===== config.mk =====
export PLATFORM = sky130hd
export DESIGN_NAME = dmem_lsu_ctrl
export DESIGN_NICKNAME = d
export VERILOG_FILES = /design/src/rtl/rv32_lsu_pkg.sv /design/src/rtl/lsu_lane_align.sv /design/src/rtl/dmem_lsu_ctrl.sv
export SDC_FILE = /design/constraint.sdc
export NUM_CORES = 1
export LEC_CHECK = 0
export ABC_AREA = 0
export CORE_ASPECT_RATIO = 0.75
export CORE_UTILIZATION = 46
export DETAILED_ROUTE_END_ITERATION = 7
export PLACE_DENSITY = 0.77
export SETUP_SLACK_MARGIN = 0.05
export SLEW_MARGIN = 20
export SYNTH_ARGS = -nofsm -noshare
export SYNTH_HDL_FRONTEND = slang
export SYNTH_SLANG_ARGS = --single-unit

===== constraint.sdc =====
create_clock -name clk -period 4.4 [get_ports clk]
set_input_delay 0.88 -clock clk [delete_from_list [all_inputs] [get_ports clk]]
set_output_delay 0.88 -clock clk [all_outputs]
set_load 0.1 [all_outputs]

===== src/rtl/rv32_lsu_pkg.sv =====
// Shared definitions for the RV32I load/store sequencer: funct3 encodings, FSM states and
// the access-size helpers.
package rv32_lsu_pkg;

  localparam logic [2:0] F3_B  = 3'b000;
  localparam logic [2:0] F3_H  = 3'b001;
  localparam logic [2:0] F3_W  = 3'b010;
  localparam logic [2:0] F3_BU = 3'b100;
  localparam logic [2:0] F3_HU = 3'b101;

  typedef enum logic {IDLE, SECOND} lsu_state_t;

  function automatic logic [3:0] size_mask(input logic [2:0] funct3);
    case (funct3[1:0])
      2'b00:   return 4'b0001;
      2'b01:   return 4'b0011;
      default: return 4'b1111;
    endcase
  endfunction

  function automatic logic [1:0] size_minus_one(input logic [2:0] funct3);
    case (funct3[1:0])
      2'b00:   return 2'd0;
      2'b01:   return 2'd1;
      default: return 2'd3;
    endcase
  endfunction

  // Unsigned variants exist only for loads.
  function automatic logic funct3_ok(input logic [2:0] funct3, input logic is_store);
    case (funct3)
      F3_B, F3_H, F3_W: return 1'b1;
      F3_BU, F3_HU:     return !is_store;
      default:          return 1'b0;
    endcase
  endfunction

endpackage


===== src/rtl/lsu_lane_align.sv =====
// Byte-lane alignment: builds the two-word write mask/data for a store and extracts and
// extends load data from a two-word read window.
module lsu_lane_align
  import rv32_lsu_pkg::*;
(
  input  logic [1:0]  off,
  input  logic [2:0]  funct3,
  input  logic [31:0] wdata,
  input  logic [63:0] rdata64,
  output logic [7:0]  mask8,
  output logic [63:0] wd64,
  output logic [31:0] ldata
);

  logic [4:0]  sh;
  logic [31:0] v32;

  assign sh    = {off, 3'b000};
  assign mask8 = {4'b0000, size_mask(funct3)} << off;
  assign wd64  = {32'h0, wdata} << sh;
  assign v32   = 32'(rdata64 >> sh);

  always_comb begin
    ldata = 32'h0;
    case (funct3)
      F3_B:    ldata = {{24{v32[7]}}, v32[7:0]};
      F3_H:    ldata = {{16{v32[15]}}, v32[15:0]};
      F3_W:    ldata = v32;
      F3_BU:   ldata = {24'h0, v32[7:0]};
      F3_HU:   ldata = {16'h0, v32[15:0]};
      default: ldata = 32'h0;
    endcase
  end

endmodule


===== src/rtl/dmem_lsu_ctrl.sv =====
// Load/store sequencer between the MEM stage and a byte-lane data memory; splits
// word-crossing accesses into two memory cycles and registers the formatted response.
module dmem_lsu_ctrl
  import rv32_lsu_pkg::*;
#(
  parameter int unsigned MEM_BYTES        = 128,
  parameter bit          ALLOW_MISALIGNED = 1'b1
) (
  input  logic        clk,
  input  logic        rst_n,
  input  logic        req_valid,
  output logic        req_ready,
  input  logic        req_we,
  input  logic [2:0]  req_funct3,
  input  logic [31:0] req_addr,
  input  logic [31:0] req_wdata,
  output logic        rsp_valid,
  output logic [31:0] rsp_rdata,
  output logic        rsp_err,
  output logic [31:0] daddr,
  output logic [31:0] dwdata,
  output logic [3:0]  we,
  input  logic [31:0] drdata
);

  lsu_state_t  state_q, state_d;

  logic [31:0] addr2_q;
  logic [2:0]  f3_q;
  logic [1:0]  off_q;
  logic [3:0]  we2_q;
  logic [31:0] wd2_q;
  logic        store_q;
  logic [31:0] lo_q;

  logic        rsp_valid_q, rsp_valid_d;
  logic        rsp_err_q, rsp_err_d;
  logic [31:0] rsp_rdata_q, rsp_rdata_d;

  logic        latch_en;
  logic        lo_en;

  logic [1:0]  al_off;
  logic [2:0]  al_f3;
  logic [63:0] al_rdata64;
  logic [7:0]  mask8;
  logic [63:0] wd64;
  logic [31:0] ldata;

  logic [31:0] word_addr;
  logic [32:0] last_byte;
  logic        misal;
  logic        range_err;
  logic        bad;

  // In SECOND the aligner sees the latched request and the {hi, lo} read window.
  assign al_off     = (state_q == SECOND) ? off_q : req_addr[1:0];
  assign al_f3      = (state_q == SECOND) ? f3_q  : req_funct3;
  assign al_rdata64 = (state_q == SECOND) ? {drdata, lo_q} : {32'h0, drdata};

  lsu_lane_align u_align (
    .off     (al_off),
    .funct3  (al_f3),
    .wdata   (req_wdata),
    .rdata64 (al_rdata64),
    .mask8   (mask8),
    .wd64    (wd64),
    .ldata   (ldata)
  );

  assign word_addr = {req_addr[31:2], 2'b00};
  // 33-bit sum so addresses near 2^32 cannot wrap back into range.
  assign last_byte = {1'b0, req_addr} + {31'h0, size_minus_one(req_funct3)};
  assign range_err = last_byte >= 33'(MEM_BYTES);
  assign misal     = |mask8[7:4];
  assign bad       = !funct3_ok(req_funct3, req_we) || range_err ||
                     (misal && !ALLOW_MISALIGNED);

  always_comb begin
    state_d     = state_q;
    req_ready   = 1'b0;
    daddr       = 32'h0;
    dwdata      = 32'h0;
    we          = 4'h0;
    rsp_valid_d = 1'b0;
    rsp_err_d   = rsp_err_q;
    rsp_rdata_d = rsp_rdata_q;
    latch_en    = 1'b0;
    lo_en       = 1'b0;
    unique case (state_q)
      IDLE: begin
        req_ready = 1'b1;
        if (req_valid) begin
          daddr  = word_addr;
          dwdata = wd64[31:0];
          we     = (req_we && !bad) ? mask8[3:0] : 4'h0;
          lo_en  = !req_we && !bad;
          if (bad) begin
            rsp_valid_d = 1'b1;
            rsp_err_d   = 1'b1;
            rsp_rdata_d = 32'h0;
          end else if (misal) begin
            state_d  = SECOND;
            latch_en = 1'b1;
          end else begin
            rsp_valid_d = 1'b1;
            rsp_err_d   = 1'b0;
            rsp_rdata_d = req_we ? 32'h0 : ldata;
          end
        end
      end
      SECOND: begin
        daddr       = addr2_q;
        dwdata      = wd2_q;
        we          = we2_q;
        state_d     = IDLE;
        rsp_valid_d = 1'b1;
        rsp_err_d   = 1'b0;
        rsp_rdata_d = store_q ? 32'h0 : ldata;
      end
      default: state_d = IDLE;
    endcase
  end

  always_ff @(posedge clk or negedge rst_n) begin
    if (!rst_n) begin
      state_q     <= IDLE;
      addr2_q     <= 32'h0;
      f3_q        <= 3'h0;
      off_q       <= 2'h0;
      we2_q       <= 4'h0;
      wd2_q       <= 32'h0;
      store_q     <= 1'b0;
      lo_q        <= 32'h0;
      rsp_valid_q <= 1'b0;
      rsp_err_q   <= 1'b0;
      rsp_rdata_q <= 32'h0;
    end else begin
      state_q     <= state_d;
      rsp_valid_q <= rsp_valid_d;
      rsp_err_q   <= rsp_err_d;
      rsp_rdata_q <= rsp_rdata_d;
      if (lo_en) begin
        lo_q <= drdata;
      end
      if (latch_en) begin
        addr2_q <= word_addr + 32'd4;
        f3_q    <= req_funct3;
        off_q   <= req_addr[1:0];
        we2_q   <= req_we ? mask8[7:4] : 4'h0;
        wd2_q   <= wd64[63:32];
        store_q <= req_we;
      end
    end
  end

  assign rsp_valid = rsp_valid_q;
  assign rsp_err   = rsp_err_q;
  assign rsp_rdata = rsp_rdata_q;

endmodule


# --- Yosys cells after proc, flatten, opt, wreduce, memory -nomap -nowiden ---
# Cells that the tools add are included.
word_totals:
  reg_bits: 141
  input_bits: 103
  word_cells: 81
classes:
  n_addsub: 2
  magnitude_cmp: 1
  eq_ne: 12
  shifts: 3
  n_mux: 37
  bitwise_logic: 1
  n_reduce_logical: 14
op_table:
  columns: ["operator", "n"]
  rows:
  - ["32-bit 2-to-1 mux", 7]
  - ["32-bit one-hot mux with 2 select lines", 3]
  - ["32-bit one-hot mux with 5 select lines", 1]
  - ["64-bit 2-to-1 mux", 1]
  - ["32-bit by 5-bit << shifter with 64-bit output", 1]
  - ["64-bit by 5-bit right shift with 32-bit output", 1]
  - ["32-bit by 2-bit adder with 33-bit output", 1]
  - ["33-bit by 8-bit >= comparator with 1-bit output, second input constant", 1]
  - ["32-bit by 3-bit adder with 32-bit output, second input constant", 1]
  - ["4-bit one-hot mux with 2 select lines", 2]
  - ["1-bit 2-to-1 mux", 13]
  - ["3-bit equality test, second input constant", 4]
  - ["4-bit 2-to-1 mux", 3]
  - ["1-bit one-hot mux with 2 select lines", 4]
  - ["4-bit by 2-bit << shifter with 8-bit output", 1]
  - ["3-bit by 1-bit equality test with 1-bit output, second input constant", 2]
  - ["3-bit by 2-bit equality test with 1-bit output, second input constant", 2]
  - ["3-bit zero test", 2]
  - ["2-bit by 1-bit equality test with 1-bit output, second input constant", 2]
  - ["2-bit zero test", 2]
  - ["2-bit one-hot mux with 2 select lines", 1]
  - ["4-bit OR reduction", 1]
  - ["1-bit zero test", 3]
  - ["3-bit 2-to-1 mux", 1]
  - ["9 further kinds", 10]

# --- Logic depth before layout (Yosys ltp) ---
# Gate-level depths: netlist of run 1.
logic_depth:
  depth_word: 10
  mapped_depth: 15
  mapped_depth_nobuf: 12

# --- Modules after synthesis ---
# A second synthesis of run 1 with hierarchy kept.
hier_totals:
  cells_unflattened: 943
  hier_area_um2: 9728.1
modules_own_cells:
  columns: ["mod", "instances", "cells_per_inst", "area_per_inst_um2"]
  rows:
  - ["dmem_lsu_ctrl", 1, 685, 7502.2]
  - ["lsu_lane_align", 1, 258, 2225.9]

# --- Worst setup path after synthesis of run 1 ---
# OpenSTA, ideal clock, no wires.
synth_path:
  path_kind: "in2out"
  startpoint: "input port req_addr[1]"
  endpoint: "output port we[1]"
  arrival_ps: 5601
  required_ps: 3520
  slack_ps: -2081
  cell_stages: 12
  path_cell_list: "inv_1 clkbuf_1 fa_1 nand2b_1 or4_1 buf_2 nor3_4 mux2i_1 nor4_2 nand4_2 or2_2 o31ai_1"
synth_via:
  elab_chain_cells: 8
synth_lines:
  columns: ["element", "line", "rtl"]
  rows:
  - ["start, declared", "dmem_lsu_ctrl.sv:15", "input logic [31:0] req_addr,"]
  - ["32-bit by 2-bit adder with 33-bit output", "dmem_lsu_ctrl.sv:73", "assign last_byte = {1'b0, req_addr} + {31'h0, size_minus_one(req_funct3)};"]
  - ["33-bit by 8-bit >= comparator with 1-bit output", "dmem_lsu_ctrl.sv:74", "assign range_err = last_byte >= 33'(MEM_BYTES);"]
  - ["1-bit logical OR", "dmem_lsu_ctrl.sv:76", "assign bad = !funct3_ok(req_funct3, req_we) || range_err ||"]
  - ["1-bit zero test", "dmem_lsu_ctrl.sv:96", "we = (req_we && !bad) ? mask8[3:0] : 4'h0;"]
  - ["1-bit logical AND", "dmem_lsu_ctrl.sv:96", null]
  - ["4-bit 2-to-1 mux *", "dmem_lsu_ctrl.sv:96", null]
  - ["4-bit 2-to-1 mux *", "dmem_lsu_ctrl.sv:93", "if (req_valid) begin"]
  - ["4-bit one-hot mux with 2 select lines *", "dmem_lsu_ctrl.sv:90", "unique case (state_q)"]
  - ["end, declared", "dmem_lsu_ctrl.sv:22", "output logic [3:0] we,"]
# Mark *: on every way between the ends. The rest lies on a longest branch, timed or not.

# --- Worst setup path in the final report of run 1 ---
layout_path:
  startpoint: "input port req_addr[0]"
  endpoint: "output port we[0]"
# Same word-level chain as after synthesis.

==> impl_metrics.yaml, run 1 <==
global_route:
  grt_max_degree: 67
  overflow: 0
  grt_pass1_vias: 8305
  antenna_found_initial: 0
  grt_pass1_wl_um: 47000
  grt_usage_pct: 31.1
logic_synthesis:
  syn-cell-area_um2: 8820
  syn_avg_cell_area_um2: 8.94
  synth_edf_count: 0
  synthFlopType: "dfrtp_1"
  ys_seq_elements: 130
  synth_warnings: 0
  yosysSeqAreaShare_pct: 36.9
  synth-async-reset-ratio_pct: 100
  synth.distinct_cells: 59
  syn_inst: 986
worst_hold_path:
  hold_depth: 1
  hp-class: "reg2reg"
  holdCritStartpoint: "addr2_q[25]"
power_and_ir_drop:
  p_total_mw: 3.56
  p_clk_share_pct: 41.7
  p_leak_nw: 5.79
  swShare_pct: 34.1
  switchingPower_mw: 1.21
  p_per_area_nw_per_um2: 275
  p_int_mw: 2.35
  sequentialPowerShare_pct: 33.6
  p_comb_share_pct: 24.6
  ir_drop_mv: 0.202
sta:
  worstMarginPinSlew_ns: 1.05
  setup_slack_ns: -0.172
  setup-tns-final_ns: -0.642
  final.setup_skew_ns: 0.00859
  whs_ns: 0.486
  timing.fmax_mhz: 219
  hold_viol: 0
  rsz0062_at_grt: "true"
  slew_headroom_pct: 29.8
  setup_viol: 4
  fin_crit_sh_pct: 104
  period_needed_ns: 4.57
  slew_violations: 0
routing:
  drt-wirelength-per-cell_um: 20.4
  drt_pass1_iterations: 8
  drtIter0Drc: 856
  ant_nets: 0
  drc_errors: 0
  wirelength_um: 29800
  viasPerCell: 5.92
  vias: 8656
critical_path:
  max_stage_delay_ns: 0.55
  start_kind: "primary input"
  endpoint_kind: "primary output"
  critPathKind: "in2out"
  r2r_start: "state_q"
  crit_start: "req_addr[0]"
  path_cells: "buf_2 > ha_4 > inv_2 > fa_2 > nand2b_4 > or4_4 > buf_6 > nor3_2 > o32a_1 > nand4_2 > or2_4 > o31ai_4 > buf_12"
  cp_top_family: "simple AND/OR/NAND/NOR gates"
  path_buf_inv: 4
  rrSetupSlack_ns: 0.62
  crit_slowest_cell: "or4_4"
  worstPathArrival_ns: 3.69
  worstRegToRegCells: 8
  path_depth: 13
  crit_required_ns: 3.52
  crit_path_max_fanout: 5
placement:
  dp_slack_ns: -0.595
  dp.final_hpwl_um: 21100
  placedCellCount: 1428
  gp_congestion: 0.947
  place.port_buffers: 203
  placed_cell_area_um2: 12300
floorplan:
  die_area_um2: 19700
  ios: 206
  rows: 43
  die_w_um: 162
  die_y_um: 122
  core-area_um2: 18600
  start_util_pct: 47.4
clock_tree:
  clock_path_buffers: 2
  cts_tree: "yes"
  clk_pin_slew_ns: 0.06
  cts_hold_buffers: 0
  clock_latency_ns: 0.44
  cts_made_buffers: 17
  cts_max_level: 4
  cts.sinks: 130
  root_buffer: "clkbuf_16"
status:
  violations: "setup timing"
  status: "finished, violations left"
job:
  maxCapViolations: 0
layout:
  fin_util_pct: 69.5
  area_delta_synth_final_pct: 46.7
  drive_above_1_share_pct: 25.3
  fin_area_um2: 12900
  final_cell_count_no_fill: 1461
  insertedDiodeCount: 0
  layout.nets: 1308
  fillers: 1412
flip-flops by register name, indices dropped and copies added, names as in the netlist, 2 cells and up:
register   cells
lo_q          32
rsp_rdata     32
addr2_q       30
wd2_q         24
f3_q           3
we2_q          3
off_q          2
Yosys cell counts, drive strengths merged, types with 2 or more instances:
cell type / n / share of area, %
a211oi: 4 / 0.34
a21boi: 2 / 0.17
a21o: 8 / 0.68
a21oi: 42 / 2.4
a22o: 40 / 4.0
a22oi: 3 / 0.26
a311oi: 8 / 0.79
a31oi: 21 / 1.5
and2: 32 / 2.3
and3: 5 / 0.35
and4b: 3 / 0.34
buf: 21 / 2.0
clkbuf: 59 / 2.5
dfrtp: 130 / 37
ha: 3 / 0.43
inv: 19 / 0.81
mux2: 85 / 12
mux2i: 82 / 9.3
nand2: 169 / 7.2
nand3: 30 / 1.7
nand4: 11 / 0.99
nor2: 52 / 2.2
nor2b: 2 / 0.14
nor3: 7 / 0.53
nor4: 8 / 0.64
o2111ai: 2 / 0.20
o21ai: 87 / 4.9
o221ai: 3 / 0.30
o22ai: 7 / 0.50
o31ai: 5 / 0.43
or2: 5 / 0.35
or3: 6 / 0.43
or4: 2 / 0.17
xnor2: 7 / 0.70
xor2: 4 / 0.40
repair_timing:
action / CTS / global route
pin swaps: 12 / 0
endpoints found under the hold margin: 0 / 0
buffers inserted: 1 / 0
cloned: 0 / 0
resized for setup: 17 / 1
setup endpoints to repair: 4 / 4
cell families after synthesis:
logic type / share of synthesized area [%]
compound gates: 17.0
xor+xnor: 1.09
fa+ha+maj: 0.653
buf+inv: 5.31
flops: 36.9
mux: 21.3
other cells: 0.0425
simple gates: 17.7
final timing paths:
| check | to |
|---|---|
| hold reg to reg | addr2_q[25] |
| min in group asynchronous | wd2_q[14] |
| hold / removal | addr2_q[25] |
| max in group asynchronous | off_q[0] |
| setup reg to reg | rsp_rdata[20] |
| setup / recovery | we[0] |
placed cells by master (no fill, tap or decap), types with 21 or more instances in the layout:
master	n
a21oi_1	42
a22o_1	40
a31oi_1	21
and2_1	32
buf_12	74
buf_4	65
clkdlybuf4s50_1	131
dfrtp_1	128
mux2_2	59
mux2_4	26
mux2i_1	81
nand2_1	169
nand3_1	30
nor2_1	51
o21ai_0	44
o21ai_1	39
power groups by stage:
stage	logic (mW)	clock network (mW)	registers, mW
after floorplan	0.449	0	1.23
after global placement	0.858	0	1.22
after detailed placement	0.864	0	1.22
after CTS	0.870	1.49	1.20
after global routing	0.919	1.54	1.20
final	0.877	1.49	1.20
final cells by class:
type | count | area, um^2 | share of cell area [%]
multi-input cells | 758 | 5350 | 41.4
clock buffers | 17 | 425 | 3.29
inverters | 19 | 71.3 | 0.552
repair buffers | 275 | 3330 | 25.7
well taps | 247 | 309 | 2.39
flip-flops and latches | 130 | 3260 | 25.2
clock inverters | 15 | 191 | 1.48
metal layers:
metal	track usage, %	vias to the layer above	wire (um)
li1	-	3960	-
met1	45.0	4225	13500
met2	45.0	424	12900
met3	8.65	47	2850
met4	9.32	0	552
met5	0	-	0
Power figures use the tool's default switching activity.
==> run 2: changes to the inputs <==
Settings changed: CORE_UTILIZATION 46 to 45, GPL_TIMING_DRIVEN from default to 0, PLACE_DENSITY 0.77 to 0.76, SLEW_MARGIN 20 to 5.
==> impl_metrics.yaml, run 2 (synthesis results as in run 1) <==
critical_path:
  cp_common_cell: "or2_4"
  endpoint_kind: "primary output"
  rrSetupSlack_ns: 0.76
  crit_slowest_cell: "or4_4"
  path_depth: 14
  rr_endpoint: "rsp_rdata[21]"
  crit_start: "req_funct3[0]"
  critPathKind: "in2out"
  crit_end: "we[2]"
  crit_required_ns: 3.52
  start_kind: "primary input"
  path_cells: "buf_8 > or2_4 > ha_4 > inv_2 > fa_2 > nand2b_4 > or4_4 > buf_6 > nor4_4 > o32a_1 > nand4_4 > or2_4 > o31ai_4 > buf_12"
  cp_top_family: "simple AND/OR/NAND/NOR gates"
  max_stage_delay_ns: 0.46
  crit_path_max_fanout: 4
  worstRegToRegCells: 9
  worstPathArrival_ns: 3.94
  path_buf_inv: 4
  r2r_start: "state_q"
placement:
  placedCellCount: 1433
  place.port_buffers: 198
  placed_cell_area_um2: 11300
  gp_congestion: 0.940
  dp.final_hpwl_um: 22200
clock_tree:
  clock_path_buffers: 2
  cts_made_buffers: 17
  clock_latency_ns: 0.44
  cts_max_level: 4
  cts_tree: "yes"
  cts.sinks: 130
  clk_pin_slew_ns: 0.06
  root_buffer: "clkbuf_16"
layout:
  insertedDiodeCount: 0
  fin_area_um2: 12200
  final_common_cell: "nand2_1"
  final_cell_count_no_fill: 1473
  drive_above_1_share_pct: 22.4
  multi_input_area_um2: 5390
  mostFrequentLayoutCells: "nand2_1, dfrtp_1, clkdlybuf4s50_1, mux2i_1, mux2_2"
  fillers: 1564
  register_area_um2: 3250
  layout.nets: 1320
  area_delta_synth_final_pct: 38.7
sta:
  slew_violations: 0
  period_needed_ns: 4.82
  timing.fmax_mhz: 208
  setup-tns-final_ns: -1.48
  fin_crit_sh_pct: 109
  hold_viol: 0
  setup_slack_ns: -0.418
  setup_viol: 4
  whs_ns: 0.371
  worstMarginPinSlew_ns: 1.01
  rsz0062_at_grt: "true"
  slew_headroom_pct: 32.7
  final.setup_skew_ns: 0.0122
global_route:
  grt_max_degree: 84
  overflow: 0
  grt_pass1_vias: 8503
  grt_usage_pct: 32.1
  antenna_found_initial: 0
  grt_pass1_wl_um: 48600
routing:
  drt_pass1_iterations: 5
  wirelength_um: 31400
  vias: 8895
  drt-wirelength-per-cell_um: 21.3
  ant_nets: 0
  viasPerCell: 6.04
  drc_errors: 0
  drtIter0Drc: 1069
floorplan:
  die_area_um2: 20200
  die_y_um: 123
  core-area_um2: 18800
  start_util_pct: 46.8
  die_w_um: 164
  ios: 206
  rows: 43
job:
  maxCapViolations: 0
power_and_ir_drop:
  switchingPower_mw: 1.14
  sequentialPowerShare_pct: 35.0
  p_clk_share_pct: 42.6
  p_int_mw: 2.28
  p_leak_nw: 5.46
  ir_drop_mv: 0.209
  p_comb_share_pct: 22.4
  p_per_area_nw_per_um2: 280
  swShare_pct: 33.2
  p_total_mw: 3.42
worst_hold_path:
  hp-class: "in2async"
status:
  status: "finished, violations left"
  violations: "setup timing"
run 2: changes by cell type in the layout (fill, tap and decap cells not counted), moves of 4 or more:
cell,delta
clkbuf_2,+15
buf_1,+5
dlygate4sd2_1,+9
inv_8,-5
inv_6,+5
buf_12,-67
clkdlybuf4s15_2,+53
clkdlybuf4s50_1,-15
clkbuf_1,+42
buf_4,-49
clkdlybuf4s18_2,+4
buf_2,+5
run 2: worst min path at each step:
stage | start | to | slack, ns | depth (start not counted)
finish | rst_n | addr2_q[17] | 0.37 | 1
global route | rst_n | addr2_q[15] | 0.40 | 1
CTS | rst_n | addr2_q[15] | 0.39 | 1
detailed placement | addr2_q[14] | addr2_q[14] | 0.47 | 1
global placement | addr2_q[20] | addr2_q[20] | 0.47 | 1
floorplan | addr2_q[10] | addr2_q[10] | 0.45 | 1
run 2: final cells by class:
| cell class | count | area share [%] |
|---|---|---|
| Clock buffer | 18 | 3.51 |
| Timing Repair Buffer | 209 | 17.8 |
| Clock inverter | 14 | 1.35 |
| Multi-Input combinational cell | 758 | 44.1 |
| Sequential cell | 130 | 26.6 |
| Inverter | 19 | 0.583 |
| Tap cell | 247 | 2.53 |
| Buffer | 78 | 3.54 |
run 2: metrics by stage:
step / setup slack [ns] / util, %
4_1_cts: -0.462 / 64.6
5_1_grt: -0.454 / 64.9
6_report: -0.418 / 64.9
3_3_place_gp: -2.80 / 60.1
3_5_place_dp: -1.99 / 60.3
2_1_floorplan: -0.456 / -
run 2: power by group through the flow:
stage               sequential (mW)  combinational, mW  clock (mW)
floorplan                      1.23              0.449           0
global placement               1.22              0.738           0
detailed placement             1.22              0.746           0
CTS                            1.20              0.748        1.47
global route                   1.20              0.804        1.53
finish                         1.20              0.765        1.46
run 2: repair_timing:
action | CTS | global route
gates resized for setup | 293 | 21
buffers inserted | 8 | 2
gates cloned | 0 | 0
hold buffers | 0 | 0
pin swaps | 11 | 4
setup endpoints to repair | 183 | 96
run 2: metal layers:
layer	routed length (um)	vias to the layer above	track usage, %
met5	0	-	0
met4	704	0	9.32
met3	3520	61	9.59
met2	12900	546	44.6
met1	14300	4303	47.5
li1	-	3985	-
run 2: worst reg2reg max path, cell delays in order, from the launching register on:
cell and delay, ns:
dfrtp_1 0.35, clkbuf_1 0.27, nand2_1 0.13, a21boi_1 0.24, nor2_1 0.81, a21oi_1 0.34, or2_2 0.35, o22ai_1 0.42
clkbuf_1 0.42, a22o_1 0.24
